`src/rtl/cnt_arb_pkg.sv`:
```
// rtl/cnt_arb_pkg.sv - shared state encoding and default sizes for cnt_arb
package cnt_arb_pkg;

    localparam int DEF_NREQ  = 4;
    localparam int DEF_LEN_W = 4;

    typedef enum logic [1:0] {
        S_IDLE  = 2'd0,
        S_GRANT = 2'd1,
        S_RUN   = 2'd2,
        S_LAST  = 2'd3
    } state_t;

endpackage

```
`src/rtl/cnt_arb_rr_pick.sv`:
```
// rtl/cnt_arb_rr_pick.sv - combinational round-robin picker (module rr_pick)
module rr_pick
    import cnt_arb_pkg::*;
#(
    parameter int NREQ = DEF_NREQ,
    parameter int ID_W = $clog2(DEF_NREQ)
) (
    input  logic [NREQ-1:0] req,
    input  logic [ID_W-1:0] ptr,
    output logic            valid,
    output logic [ID_W-1:0] id
);

    // Scan from the farthest slot back to ptr+1 so the nearest set bit after ptr wins.
    always_comb begin
        valid = 1'b0;
        id    = '0;
        for (int k = NREQ; k >= 1; k--) begin
            if (req[(int'(ptr) + k) % NREQ]) begin
                valid = 1'b1;
                id    = ID_W'((int'(ptr) + k) % NREQ);
            end
        end
    end

endmodule

```
`src/rtl/cnt_arb.sv`:
```
// rtl/cnt_arb.sv - round-robin arbiter/sequencer for a shared count-to-N worker; optional CNT_ARB_LOCK_EN
module cnt_arb
    import cnt_arb_pkg::*;
#(
    parameter int NREQ  = DEF_NREQ,
    parameter int LEN_W = DEF_LEN_W,
    parameter int ID_W  = $clog2(DEF_NREQ)
) (
    input  logic                  clk,
    input  logic                  rst,
    input  logic [NREQ-1:0]       req,
    input  logic [NREQ*LEN_W-1:0] len_i,
`ifdef CNT_ARB_LOCK_EN
    input  logic                  lock,
`endif
    output logic [NREQ-1:0]       gnt,
    output logic                  busy,
    output logic                  run,
    output logic [LEN_W-1:0]      cnt,
    output logic                  done,
    output logic [ID_W-1:0]       done_id
);

    state_t            state_q, state_d;
    logic [ID_W-1:0]   id_q, id_d;
    logic [ID_W-1:0]   ptr_q;
    logic [LEN_W-1:0]  len_q;
    logic              pick_valid;
    logic [ID_W-1:0]   pick_id;
    logic              hold_grant;

    rr_pick #(.NREQ(NREQ), .ID_W(ID_W)) u_pick (
        .req   (req),
        .ptr   (ptr_q),
        .valid (pick_valid),
        .id    (pick_id)
    );

    // Lock keeps the current owner when it still requests at the end of its job.
`ifdef CNT_ARB_LOCK_EN
    assign hold_grant = lock & req[id_q];
`else
    assign hold_grant = 1'b0;
`endif

    // Next-state decode; id_d is the owner of the job the next state belongs to.
    always_comb begin
        state_d = state_q;
        id_d    = id_q;
        case (state_q)
            S_IDLE: begin
                if (pick_valid) begin
                    state_d = S_GRANT;
                    id_d    = pick_id;
                end
            end
            S_GRANT: state_d = S_RUN;
            S_RUN:   if (cnt >= len_q) state_d = S_LAST;
            S_LAST:  state_d = hold_grant ? S_GRANT : S_IDLE;
            default: state_d = S_IDLE;
        endcase
    end

    // State, job context and outputs registered from the next state.
    always_ff @(posedge clk) begin
        if (rst) begin
            state_q <= S_IDLE;
            id_q    <= '0;
            ptr_q   <= ID_W'(NREQ - 1);
            len_q   <= '0;
            gnt     <= '0;
            busy    <= 1'b0;
            run     <= 1'b0;
            cnt     <= '0;
            done    <= 1'b0;
            done_id <= '0;
        end else begin
            state_q <= state_d;
            id_q    <= id_d;
            if (state_d == S_GRANT)
                len_q <= len_i[int'(id_d)*LEN_W +: LEN_W];
            if (state_q == S_LAST && state_d != S_GRANT)
                ptr_q <= id_q;
            gnt  <= (state_d == S_GRANT) ? (NREQ'(1) << id_d) : '0;
            busy <= (state_d != S_IDLE);
            run  <= (state_d == S_RUN);
            if (state_d == S_GRANT)
                cnt <= '0;
            else if (state_q == S_RUN && state_d == S_RUN)
                cnt <= cnt + LEN_W'(1);
            done <= (state_d == S_LAST);
            if (state_d == S_LAST)
                done_id <= id_q;
        end
    end

endmodule
```
`config.mk`:
```
export PLATFORM = sky130hd
export DESIGN_NAME = cnt_arb
export DESIGN_NICKNAME = d
export VERILOG_FILES = /design/src/rtl/cnt_arb_pkg.sv /design/src/rtl/cnt_arb_rr_pick.sv /design/src/rtl/cnt_arb.sv
export SDC_FILE = /design/constraint.sdc
export NUM_CORES = 1
export LEC_CHECK = 0
export BUFFER_PORTS_ARGS = -buffer_cell sky130_fd_sc_hd__buf_2
export CAP_MARGIN = 0
export CORE_UTILIZATION = 46
export CTS_CLUSTER_SIZE = 8
export DETAILED_ROUTE_END_ITERATION = 16
export HOLD_SLACK_MARGIN = 0.1
export PLACE_DENSITY = 0.75
export REMOVE_ABC_BUFFERS = 1
export SYNTH_ARGS = -nofsm -noshare
export SYNTH_HDL_FRONTEND = slang
export SYNTH_SLANG_ARGS = --single-unit
```
`constraint.sdc`:
```
create_clock -name clk -period 2.2 [get_ports clk]
set_input_delay 0.44 -clock clk [delete_from_list [all_inputs] [get_ports clk]]
set_output_delay 0.44 -clock clk [all_outputs]
set_load 0.02 [all_outputs]
```
# Word-level counts from Yosys, hierarchy flattened
# Index checks and enable logic that the tools add are counted.
# W data, S select, Z words.
[totals]
reg_bits = 23
in_bits = 22
elab_cells = 69
[classes]
addsub = 5
n_lt_le_gt_ge = 5
eq_ne = 7
n_shift = 2
mux = 25
n_bitwise = 5
n_reduce_logical = 10
[op_table]
columns = ["cell", "count"]
rows = [
  ["$lt A3 B4 Y1 const B", 4],
  ["$mux W2", 8],
  ["$shiftx A16 B5 Y4", 1],
  ["$mux W1", 12],
  ["$reduce_or A2 Y1", 6],
  ["$bmux W1 S2", 4],
  ["$eq A2 B2 Y1 const B", 4],
  ["$pmux W2 S4", 1],
  ["$add A2 B1 Y2 const B", 2],
  ["$add A2 B2 Y2 const B", 2],
  ["$add A4 B1 Y4 const B", 1],
  ["$and A1 B1 Y1 const A", 4],
  ["$eq A2 B1 Y1 const B", 2],
  ["$ge A4 B4 Y1", 1],
  ["$shl A1 B2 Y4 const A", 1],
  ["$logic_and A1 B1 Y1", 2],
  ["$logic_not A2 Y1", 1],
  ["$ne A2 B1 Y1 const B", 1],
  ["$reduce_bool A2 Y1", 1],
  ["$not A1 Y1", 1],
]

# Depth between registers and ports, before layout
[logic_depth]
depth_word = 15
ltp_mapped = 9
depth_no_buf = 8

# Cells and area by module
# From an unflattened synthesis, not the netlist that was laid out.
[hier_totals]
hier_cells = 153
hier_area_um2 = 1385.1
[by_module_without_submodules]
columns = ["module", "n_inst", "cells_per_inst", "area_per_inst_um2", "seq_area_each_um2"]
rows = [
  ["cnt_arb", 1, 139, 1293.7, 460.4],
  ["rr_pick", 1, 14, 91.3, 0.0],
]

# Worst setup path before layout
# Ideal clock, no wire load.
[synth_timing]
path_type = "flip-flop to flip-flop"
from = "register cnt[0]"
to = "register len_q[3]"
setup_time_ns = 0.083
arrival_ns = 2.170
setup_slack_ns = -0.052
stages_incl_launch_ff = 10
path_buffers = 1
path_cell_list = "dfxtp_1 inv_1 ha_1 nand2b_1 a211oi_1 o21ai_0 nand3_1 clkbuf_1 or3_1 o221ai_1"
[synth_between]
elab_chain_len = 4
[synth_lines]
columns = ["element", "line", "source"]
rows = [
  ["start, declared", "cnt_arb.sv:19", "output logic [LEN_W-1:0] cnt,"],
  ["start signal, assigned", "cnt_arb.sv:90", "cnt <= cnt + LEN_W'(1);"],
  ["$ge A4 B4 Y1", "cnt_arb.sv:58", "S_RUN: if (cnt >= len_q) state_d = S_LAST;"],
  ["$mux W2", "cnt_arb.sv:58", ""],
  ["$pmux W2 S4", "cnt_arb.sv:50", "case (state_q)"],
  ["$eq A2 B1 Y1", "cnt_arb.sv:80", "if (state_d == S_GRANT)"],
  ["end signal, assigned", "cnt_arb.sv:81", "len_q <= len_i[int'(id_d)*LEN_W +: LEN_W];"],
  ["end, declared", "cnt_arb.sv:27", "logic [LEN_W-1:0] len_q;"],
]
# No other way between the ends.
# A chain may end at the register's enable or synchronous reset.

# Worst setup path after layout
# Ends and elaborated chain as after synthesis.

==> metrics.txt <==
result of the run completed; synth cell count leaders dfxtp_1, inv_1, mux2i_1; total area of sequential cells about 460 um^2; top-count cell post-synth dfxtp_1; number of hold-slack violations in the final timing report 0; number of detailed-routing iterations run before antenna repair 4; NumNets Final 213; TritonCTS clock tree done; max incr delay on CP 0.42 ns; number of enable-type register cells in the synthesized netlist 0; RSZ-0062 raised after global routing false; number of global-route vias before repair between 1,000 and 1,500; number of max-cap violations 0; DP Wirelength approximately 2100 um; critical-path maximum fanout 4; number of antenna violations at the first check in global routing 0; Post-route DRC 0; kind of cell adding the most delay to the critical path simple AND/OR/NAND/NOR gates; Worst Path Required between 2 and 2.5 ns; final clock skew 0.0109 ns; nature of the critical path endpoint flip-flop; cell-by-cell trace of the critical path inv_1 -> ha_1 -> nand2b_1 -> a211oi_1 -> o21ai_0 -> nand3_1 -> or3_1 -> o221ai_1; instance area after placement between 1000 and 1500 um^2; final weighted congestion in routability-driven placement approximately 0.74; LEAKAGE roughly 0.67 nW; number of warning messages in the yosys log 0; later-pin clock latency in the skew report 0.32 ns; Area Growth Syn to Fin 20.3%; async set or reset register ratio after synthesis 0%; Peak Freq between 0.5 and 0.6 GHz; share of post-route cells with drive strength above 1 approximately 27%; Clock transition at path regs between 0.1 and 0.15 ns; type of the worst setup path flip-flop to flip-flop; slew at the pin closest to its max-slew limit about 0.55 ns; number of clock sinks 23; first-pass GRT wire length ~4300 um; top-area cell type share of the netlist area about 37%; clock period minus worst slack a little under 2 ns; number of library cell types mapped by synthesis 33; overall via count from detail_route 1,178; cell type of the slowest stage on the worst timing path or3_1; maximum count of clock buffers along a single path 2; combined area of all synthesized cells roughly 1300 um^2; worst voltage drop across the vdd grid 0.696 mV; number of buffers inserted by hold repair at cts 0; arrival time at the worst endpoint 2.24 ns; iteration-0 DRC count of the detailed router 25; leading cell types by total area after synthesis dfxtp_1, mux2i_1, ha_1; Ports 35; via/cell ratio around 5.6; number of max-slew violations in the final report 0; maximum number of pins on one net before global-route repair 21; library cell with the largest summed area after synthesis dfxtp_1; final wirelength ~2700 um; ratio of total power to cell area 1250 nW/um^2; Buffers on Ports 34; DIE AREA 2940 um^2; fillers 237; combined area of the multi-input logic cells about 730 um^2; CTS root buffer clkbuf_4; post-layout instance area 1510 um^2; Critical path buffers and inverters 1; total track usage between 20% and 30%; final standard cell utilization of the core about three fifths; number of cell rows 18; total CTS buffers 3; share of synthesized area occupied by flip-flops and latches 36.7%; remaining global-route overflow 0; leading register cell type out of synthesis dfxtp_1; Chip Width between 50 and 60 um; total of cells resized after clock tree synthesis 0; # setup viols final 0; CTS H-tree depth 1; syn_area_per_cell ~8.7 um^2; share of the clock period used by the worst path 90.4%; Post-CTS Setup Bufs 0; drt wl/cell about 13 um; area of the core roughly 2500 um^2; starting density of the core 49.8%; relative slew slack between 60% and 70%; critical path startpoint category flip-flop; FF+latch count, synth 23; number of antenna repair diodes 0; worst hold-check path type primary input to flip-flop; height of the die between 50 and 60 um; antenna-violating nets left 0; Cells after Synth 144
==> flip-flops by register name, summed over array words and instances (netlist names) <==
name     flops
cnt          4
gnt          4
len_q        4
done_id      2
id_q         2
ptr_q        2
state_q      2
busy         1
done         1
run          1
==> tightest hold or removal path, cell delays in order <==
cell      delay [ns]
buf_2           0.08
a211oi_1        0.06
o21ai_1         0.11
==> cell families after synthesis <==
family          count (synthesis)  share of synthesized area (%)
compound gates                 33                           19.5
flops                          23                           36.7
simple gates                   49                           19.7
fa+ha+maj                       9                           8.97
mux                            12                           9.57
buf+inv                        18                           5.48
==> stage by stage <==
step / TNS, ns / total power (W) / cells / hold WS (ns) / setup WS (ns)
5_1_grt: 0 / 0.00202 / 211 / 0.425 / 0.0469
6_report: 0 / 0.00188 / 211 / 0.396 / 0.210
3_5_place_dp: 0 / 0.00167 / 207 / 0.478 / 0.119
3_3_place_gp: 0 / 0.00163 / 207 / 0.474 / 0.175
4_1_cts: 0 / 0.00188 / 211 / 0.406 / 0.102
2_1_floorplan: -0.227 / 0.00134 / 138 / 0.440 / -0.0790
==> power by group <==
group          switching [W]  internal (W)  leakage (nW)
combinational       0.000664      0.000427         0.471
sequential         0.0000607      0.000531         0.188
clock               0.000130     0.0000709        0.0150
total               0.000855       0.00103         0.674
==> placed cells by master, fill, tap and decap left out <==
master,count
a211oi_1,3
nand4_1,1
nand2b_1,3
o221ai_1,3
and2_1,1
a31o_2,1
o211ai_1,1
o21ai_0,6
a211o_1,3
nor2b_1,3
o41ai_2,1
a41oi_1,1
a21oi_1,8
inv_1,12
o21bai_1,1
nor3_1,4
clkbuf_1,1
a21o_1,1
buf_4,5
buf_2,34
nor3_2,1
mux2i_1,12
nor4_1,4
o21ai_1,1
o2bb2ai_1,1
ha_1,9
a2bb2oi_1,1
o31ai_4,1
nand3_1,10
dfxtp_1,23
nor2_1,10
nand2_2,1
or3_1,1
nand2_1,8
clkbuf_4,3
or3_4,1
or2_4,1
==> area by class of cell <==
| type | count | share of cell area, % |
|---|---|---|
| multi-input combinational | 103 | 48.6 |
| inverter | 12 | 2.98 |
| sequential | 23 | 30.5 |
| clock buffer | 4 | 1.74 |
| tap | 30 | 2.49 |
| timing repair buffer | 39 | 13.8 |
==> worst paths after layout <==
kind / from / endpoint / slack [ns] / depth (start not counted)
worst min-delay path: len_i[0] / len_q[0] / 0.40 / 3
worst min register to register: len_q[0] / len_q[0] / 0.49 / 2
worst max-delay path: cnt[0] / len_q[3] / 0.21 / 8
worst max register to register: cnt[0] / len_q[3] / 0.21 / 8
==> metal layers <==
metal / vias to the layer above / share of wire [%] / global-route usage (%)
li1: 591 / - / -
met1: 540 / 46 / 24.2
met2: 38 / 48 / 34.8
met3: 9 / 4.4 / 3.33
met4: 0 / 1.7 / 8.55
met5: - / 0 / 0
No activity file was read; power rests on OpenSTA's default activity.
